### config.mk
export PLATFORM = sky130hd
export DESIGN_NAME = branch_predictor
export DESIGN_NICKNAME = d
export VERILOG_FILES = /design/src/rtl/branch_predictor.sv
export SDC_FILE = /design/constraint.sdc
export NUM_CORES = 1
export LEC_CHECK = 0
export CAP_MARGIN = 0
export CORE_ASPECT_RATIO = 1.1
export CORE_MARGIN = 2
export CORE_UTILIZATION = 45
export CTS_BUF_LIST = sky130_fd_sc_hd__clkbuf_4
export CTS_CLUSTER_SIZE = 24
export DETAILED_ROUTE_END_ITERATION = 12
export GPL_ROUTABILITY_DRIVEN = 1
export HOLD_SLACK_MARGIN = 0.05
export PLACE_DENSITY = 0.79
export SYNTH_ARGS = -nofsm -noshare
export SYNTH_HDL_FRONTEND = slang
export SYNTH_SLANG_ARGS = --single-unit
### constraint.sdc
create_clock -name clk_i -period 6.1 [get_ports clk_i]
set_input_delay 0.61 -clock clk_i [delete_from_list [all_inputs] [get_ports clk_i]]
set_output_delay 0.61 -clock clk_i [all_outputs]
set_load 0.02 [all_outputs]
### src/rtl/branch_predictor.sv
`default_nettype none
// ============================================================================
// Module   : branch_predictor
// Brief    : Table of 2-bit saturating counters indexed by PC bits, trained by
//            resolved branches, with saturating branch/mispredict counters.
// Revision : 1.0 - initial release
// ============================================================================
module branch_predictor #(
    parameter int         INDEX_BITS = 4,
    parameter logic [1:0] INIT_STATE = 2'b11,
    parameter int         CNT_WIDTH  = 32
) (
    input  logic                 clk_i,
    input  logic                 rst_i,
    input  logic [31:0]          pc_i,
    output logic                 predict_o,
    input  logic                 update_i,
    input  logic [31:0]          update_pc_i,
    input  logic                 update_taken_i,
    input  logic                 update_predict_i,
    output logic                 mispredict_o,
    output logic [CNT_WIDTH-1:0] branch_cnt_o,
    output logic [CNT_WIDTH-1:0] mispredict_cnt_o
);

    localparam int         c_ENTRIES = 2 ** INDEX_BITS;
    localparam logic [1:0] c_SNT     = 2'b00;
    localparam logic [1:0] c_WNT     = 2'b01;
    localparam logic [1:0] c_WT      = 2'b10;
    localparam logic [1:0] c_ST      = 2'b11;

    logic [1:0]            r_table [c_ENTRIES];
    logic [INDEX_BITS-1:0] w_lookup_idx;
    logic [INDEX_BITS-1:0] w_update_idx;
    logic [1:0]            w_cur_state;
    logic [1:0]            w_next_state;
    logic [CNT_WIDTH-1:0]  r_branch_cnt;
    logic [CNT_WIDTH-1:0]  r_mispredict_cnt;
    logic                  w_unused;

    assign w_lookup_idx = pc_i[INDEX_BITS+1:2];
    assign w_update_idx = update_pc_i[INDEX_BITS+1:2];
    assign w_cur_state  = r_table[w_update_idx];
    assign w_unused     = ^{pc_i[31:INDEX_BITS+2], pc_i[1:0],
                            update_pc_i[31:INDEX_BITS+2], update_pc_i[1:0]};

    // State register: only the entry being trained moves.
    always_ff @(posedge clk_i or posedge rst_i) begin
        if (rst_i) begin
            for (int i = 0; i < c_ENTRIES; i++) begin
                r_table[i] <= INIT_STATE;
            end
        end else if (update_i) begin
            r_table[w_update_idx] <= w_next_state;
        end
    end

    // Next-state logic for the trained entry.
    always_comb begin
        w_next_state = w_cur_state;
        case (w_cur_state)
            c_SNT:   w_next_state = update_taken_i ? c_WNT : c_SNT;
            c_WNT:   w_next_state = update_taken_i ? c_WT  : c_SNT;
            c_WT:    w_next_state = update_taken_i ? c_ST  : c_WNT;
            c_ST:    w_next_state = update_taken_i ? c_ST  : c_WT;
            default: w_next_state = INIT_STATE;
        endcase
    end

    // Output logic: lookup reads the registered table, so there is no bypass.
    always_comb begin
        predict_o    = r_table[w_lookup_idx][1];
        mispredict_o = update_i & (update_taken_i != update_predict_i);
    end

    // Mispredicts only count alongside a branch count, so mispredict <= branch.
    always_ff @(posedge clk_i or posedge rst_i) begin
        if (rst_i) begin
            r_branch_cnt     <= '0;
            r_mispredict_cnt <= '0;
        end else if (update_i) begin
            if (!(&r_branch_cnt)) begin
                r_branch_cnt <= r_branch_cnt + CNT_WIDTH'(1);
            end
            if (mispredict_o && !(&r_mispredict_cnt)) begin
                r_mispredict_cnt <= r_mispredict_cnt + CNT_WIDTH'(1);
            end
        end
    end

    assign branch_cnt_o     = r_branch_cnt;
    assign mispredict_cnt_o = r_mispredict_cnt;

endmodule
`default_nettype wire

-- After elaboration in Yosys (flattened, before gate mapping)
Cells that the tools add are included.
- register bits: 96
- bits in latches: 0
- RAM bits: 0
- memory bits (read-only): 0
- output and inout port bits: 66
- word-level logic and storage cells: 53
- memories: 0
- add/subtract/negate cells: 2
- $mul: 0
- divide/modulo/power cells: 0
- $lt $le $gt $ge: 3
- eq/ne operators: 4
- shift-type cells: 0
- muxes and demuxes: 14
- bitwise gates (word level): 4
- reduce and logical (&&, ||, !) cells: 8
- operators by type and width (operator ; number):
    $add 32x1->32 const B ; 2
    $reduce_and 32->1 ; 2
    $bwmux 32 ; 1
    $bmux 2 s4 ; 2
    $mux 2 ; 7
    $ge 5x5->1 const B ; 2
    $not 4->5 ; 2
    $demux 2 s4 ; 1
    $pmux 2 s4 ; 1
    $lt 5x1->1 const B ; 1
    $eq 2x2->1 const B ; 2
    $reduce_and 2->1 ; 2
    $eq 2x1->1 const B ; 1
    $logic_and 1x1->1 ; 2
    $logic_not 2->1 ; 1
    $mux 1 ; 2
    $and 1x1->1 ; 1
    $logic_not 1->1 ; 1
    $ne 1x1->1 ; 1
    $not 1->1 ; 1

-- Logic depth before layout (Yosys ltp)
- depth in word-level cells: 7
- mapped depth: 8

-- Least setup slack after synthesis
No wires, ideal clock.
- path kind: input -> register
- start: in update_pc_i[3]
- end: reg r_table[13] (netlist name)
- setup time: 0.082 ns
- data arrival time: 2.199 ns
- required time: 6.018 ns
- path slack: 3.819 ns
- stages: 7
- cells stage by stage: buf_2 buf_6 mux4_2 mux2i_1 nor2_1 o21a_1 mux2_2
- word-level cells in the longest chain between the ends: 7
- elaborated cells on any way between the ends: 15
- those cells by class: 2 x order compare; 3 x eq/ne; 7 x mux; 1 x bitwise; 2 x reduce/logical
- RTL lines (what ; RTL line ; text):
    start, declared ; 18 ; input logic [31:0] update_pc_i,
    $not 4->5 (not written as such) * ; 43, 54 ;
    $bmux 2 s4 ; 43 ; assign w_cur_state = r_table[w_update_idx];
    $mux 2 (not written as such) (2 in a row) ; 43 ;
    $eq 2x2->1 (tied with other cells) ; 61 ; case (w_cur_state)
    $pmux 2 s4 ; 61 ;
    $bwmux 32 * ; 54 ; r_table[w_update_idx] <= w_next_state;
    end signal, assigned by index ; 54 ;
    end, declared ; 32 ; logic [1:0] r_table [c_ENTRIES];
Every way passes the cells marked *; elsewhere a longest branch is shown, timed or not. The select of a mux whose other input is x is not followed.
A chain may end at the register's enable or synchronous reset.

-- Worst setup path after layout
- start: in pc_i[2]
- end: out predict_o
- word-level cells in the longest chain between the ends: 4
- RTL lines (what ; RTL line ; text):
    start, declared ; 15 ; input logic [31:0] pc_i,
    $not 4->5 (not written as such) ; 72 ; predict_o = r_table[w_lookup_idx][1];
    $bmux 2 s4 ; 72 ;
    $mux 2 (not written as such) (2 in a row) ; 72 ;
    end, declared ; 16 ; output logic predict_o,
Every way passes these cells. The select of a mux whose other input is x is not followed.

==> results by group <==
Global route
  – First-pass GRT wire length: about 18,000 um
  – Total grt overflow: 0
  – All-layer global routing usage: roughly 19%
  – Antenna violations before repair: 1
  – Largest net degree at the start of global routing: between 50 and 60
  – Vias in the first global route: between 3,000 and 4,000

Final layout
  – Fraction of layout cells with a size suffix above 1: approximately a fifth
  – Utilization after layout: ~56%
  – Most frequent cells in the layout: clkdlybuf4s50_1 (78), dfrtp_1 (64), xor2_1 (41), mux2_2 (36), nor2_1 (35)
  – Area Overhead vs Synth: 22.4%
  – Nets: 584
  – Finished Cell Area: approximately 0.006 mm2
  – Most common cell after layout, fill and taps aside: clkdlybuf4s50_1

Setup path
  – Critical Path RT: ~5.5 ns
  – Worst endpoint data arrival time: about 2.8 ns
  – Startpoint type of the worst setup path: primary input
  – Crit end category: output pin
  – FF-to-FF End: branch_cnt_o[27]
  – Max FO, Critical Path: 4
  – WS Path Type: primary input to output pin
  – R2R setup slack: approximately 3.7 ns
  – Reg2Reg Depth: 6
  – Worst r2r src: branch_cnt_o[0]

Yosys
  – Syn Nets: around 500
  – Synth Area per Inst: between 10 and 15 um2
  – Post-synthesis register bit count: 96
  – Post-synth EDFFs: 0
  – Fraction of registers with async set/reset: 100%
  – Ys Warns: 0
  – Main synth FF type: dfrtp_1
  – Register area share after synthesis: approximately half
  – Mapped Cells: 432
  – Mapped Area: 0.00491 mm2
  – Count of cell types in the netlist: 46

Clocking
  – Hold Buf Count CTS: 0
  – Clock Latency Late Sink: between 0.4 and 0.5 ns
  – TritonCTS clock tree: yes
  – Clock buffer count from CTS: 9
  – # clock sinks: 96
  – CTS root buffer: clkbuf_4
  – H-tree lvl count: 3
  – Post-CTS sizing: 0
  – Clk slew on worst S/H paths: about 0.16 ns
  – Longest Clk Path Bufs: 2
  – Post-CTS setup buffer count: 0

Hold path
  – Hold path endpoint: mispredict_cnt_o[18]
  – Tightest Hold Check Type: flip-flop to flip-flop
  – Hold Path Origin: mispredict_cnt_o[18]
  – Hold Path Cell Cnt: 1

STA
  – RSZ-0062 raised after global routing: no
  – TNS Setup: 0 ns
  – Fin Clk Skew: approximately 0.017 ns
  – Max-slew violation count: 0
  – Final Setup Violations: 0
  – Max Clk Rate: around 290 MHz
  – Final period util: 55.8%
  – Worst-Margin Slew: around 0.8 ns
  – Final Hold Viols: 0
  – Slew headroom: 47.3%
  – Fin crit period: 3.41 ns

Power and ir drop
  – PwrDens: about 280 mW/mm2
  – VDD IR max: between 100 and 150 uV
  – Leakage: about 2.6 nW

Routing
  – Vias per inst: 5.51
  – Vias: roughly 3,700
  – Total Wirelength: approximately 11,000 um
  – Final ANT Viol Nets: 0
  – Drt first pass iters: 4
  – Drt wl/cell: between 15 and 20 um
  – DR iter-0 viols: 161
  – DRC viols: 0

Placement
  – Gpl congestion: around 0.87
  – Dpl cell area: 0.00584 mm2
  – Number of port buffers: 78
  – Post-DP HPWL: 7930 um

Run
  – Maxcap violations: 0

Floorplan
  – Core area: about 0.011 mm2
  – Die H: approximately 110 um
  – Rows: 40
  – IO Pins: approximately 140
  – Die Area: 0.0118 mm2
  – Die X: 104 um
  – Initial core utilization: 45.7%

Outcome
  – Status: finished, final reports clean
==> cells by family after synthesis <==
| kind of cell | after synthesis | share of synthesized area (%) |
|---|---|---|
| AO/OA/AOI/OAI | 16 | 2.45 |
| XOR/XNOR | 55 | 9.81 |
| adder cells (fa/ha/maj) | 4 | 0.968 |
| buffers and inverters | 19 | 1.71 |
| flip-flops | 96 | 49.7 |
| multiplexers | 54 | 15.3 |
| AND/OR/NAND/NOR | 188 | 20.0 |
==> how the worst max path moves through the flow <==
stage / start / endpoint / slack [ns] / cells after the start
after floorplan: rst_i / branch_cnt_o[0] / 3.04 / 1
after global placement: pc_i[2] / predict_o / 2.68 / 4
after detailed placement: pc_i[2] / predict_o / 2.67 / 4
after CTS: pc_i[2] / predict_o / 2.67 / 4
after global routing: pc_i[2] / predict_o / 2.64 / 4
final: pc_i[2] / predict_o / 2.69 / 4
==> metrics by stage <==
| stage | cells | setup slack [ns] | power, W | hold WS, ns |
|---|---|---|---|---|
| floorplan | 432 | 3.04 | 0.00114 | 0.590 |
| global placement | 649 | 2.68 | 0.00129 | 0.479 |
| detailed placement | 649 | 2.67 | 0.00131 | 0.475 |
| CTS | 665 | 2.67 | 0.00172 | 0.502 |
| global route | 666 | 2.64 | 0.00178 | 0.525 |
| finish | 666 | 2.69 | 0.00169 | 0.503 |
==> registers in the layout, indices dropped and copies added, names as in the netlist <==
| register | flops |
|---|---|
| r_table | 32 |
| branch_cnt_o | 32 |
| mispredict_cnt_o | 32 |
==> cell usage after synthesis, drive strengths merged (2+ instances only) <==
cell type | count | area (um2)
dfrtp | 64 | 1600
xor2 | 41 | 359
mux2 | 37 | 420
nand2 | 35 | 139
nor2 | 35 | 131
dfstp | 32 | 841
nand3 | 30 | 155
nor3 | 25 | 136
xnor2 | 14 | 123
mux4 | 13 | 293
nand4 | 13 | 81.3
nor4 | 13 | 81.3
and3 | 11 | 70.1
inv | 9 | 33.8
and4 | 6 | 52.6
or3 | 6 | 42.5
buf | 5 | 31.3
clkbuf | 5 | 18.8
mux2i | 4 | 40.0
nand2b | 4 | 25.0
a21oi | 3 | 15.0
o21ai | 3 | 15.0
a211oi | 2 | 15.0
and2 | 2 | 12.5
ha | 2 | 25.0
maj3 | 2 | 22.5
nand3b | 2 | 15.0
o21a | 2 | 15.0
or2 | 2 | 12.5
or4 | 2 | 15.0
==> final cells by class <==
type | instances | area, um2
fillers | 940 | 4750
flip-flops and latches | 96 | 2440
multi-input cells | 317 | 2390
repair buffers | 80 | 796
well taps | 147 | 184
clock inverters | 7 | 100
clock buffers | 9 | 67.6
inverters | 9 | 35.0
diodes | 1 | 2.50
==> critical path, stage by stage <==
cell	delay, ns
clkdlybuf4s50_1	0.62
mux4_2	0.54
mux4_2	0.47
clkdlybuf4s50_1	0.55
==> routing by layer <==
layer  vias to the layer above  track usage [%]  part of all wire, %
li1                       1722                -                    -
met2                        93             32.9                   51
met4                         0             9.55                  1.9
met1                      1842             24.3                   43
met3                        15             3.09                  4.0
met5                         -                0                    0
==> report_power, final <==
| group | internal (W) | total [W] | switching (W) |
|---|---|---|---|
| Combinational | 0.000222 | 0.000415 | 0.000193 |
| Clock | 0.000170 | 0.000400 | 0.000230 |
| Sequential | 0.000783 | 0.000879 | 0.0000956 |
Note: power is estimated with default switching activity, not from simulation.
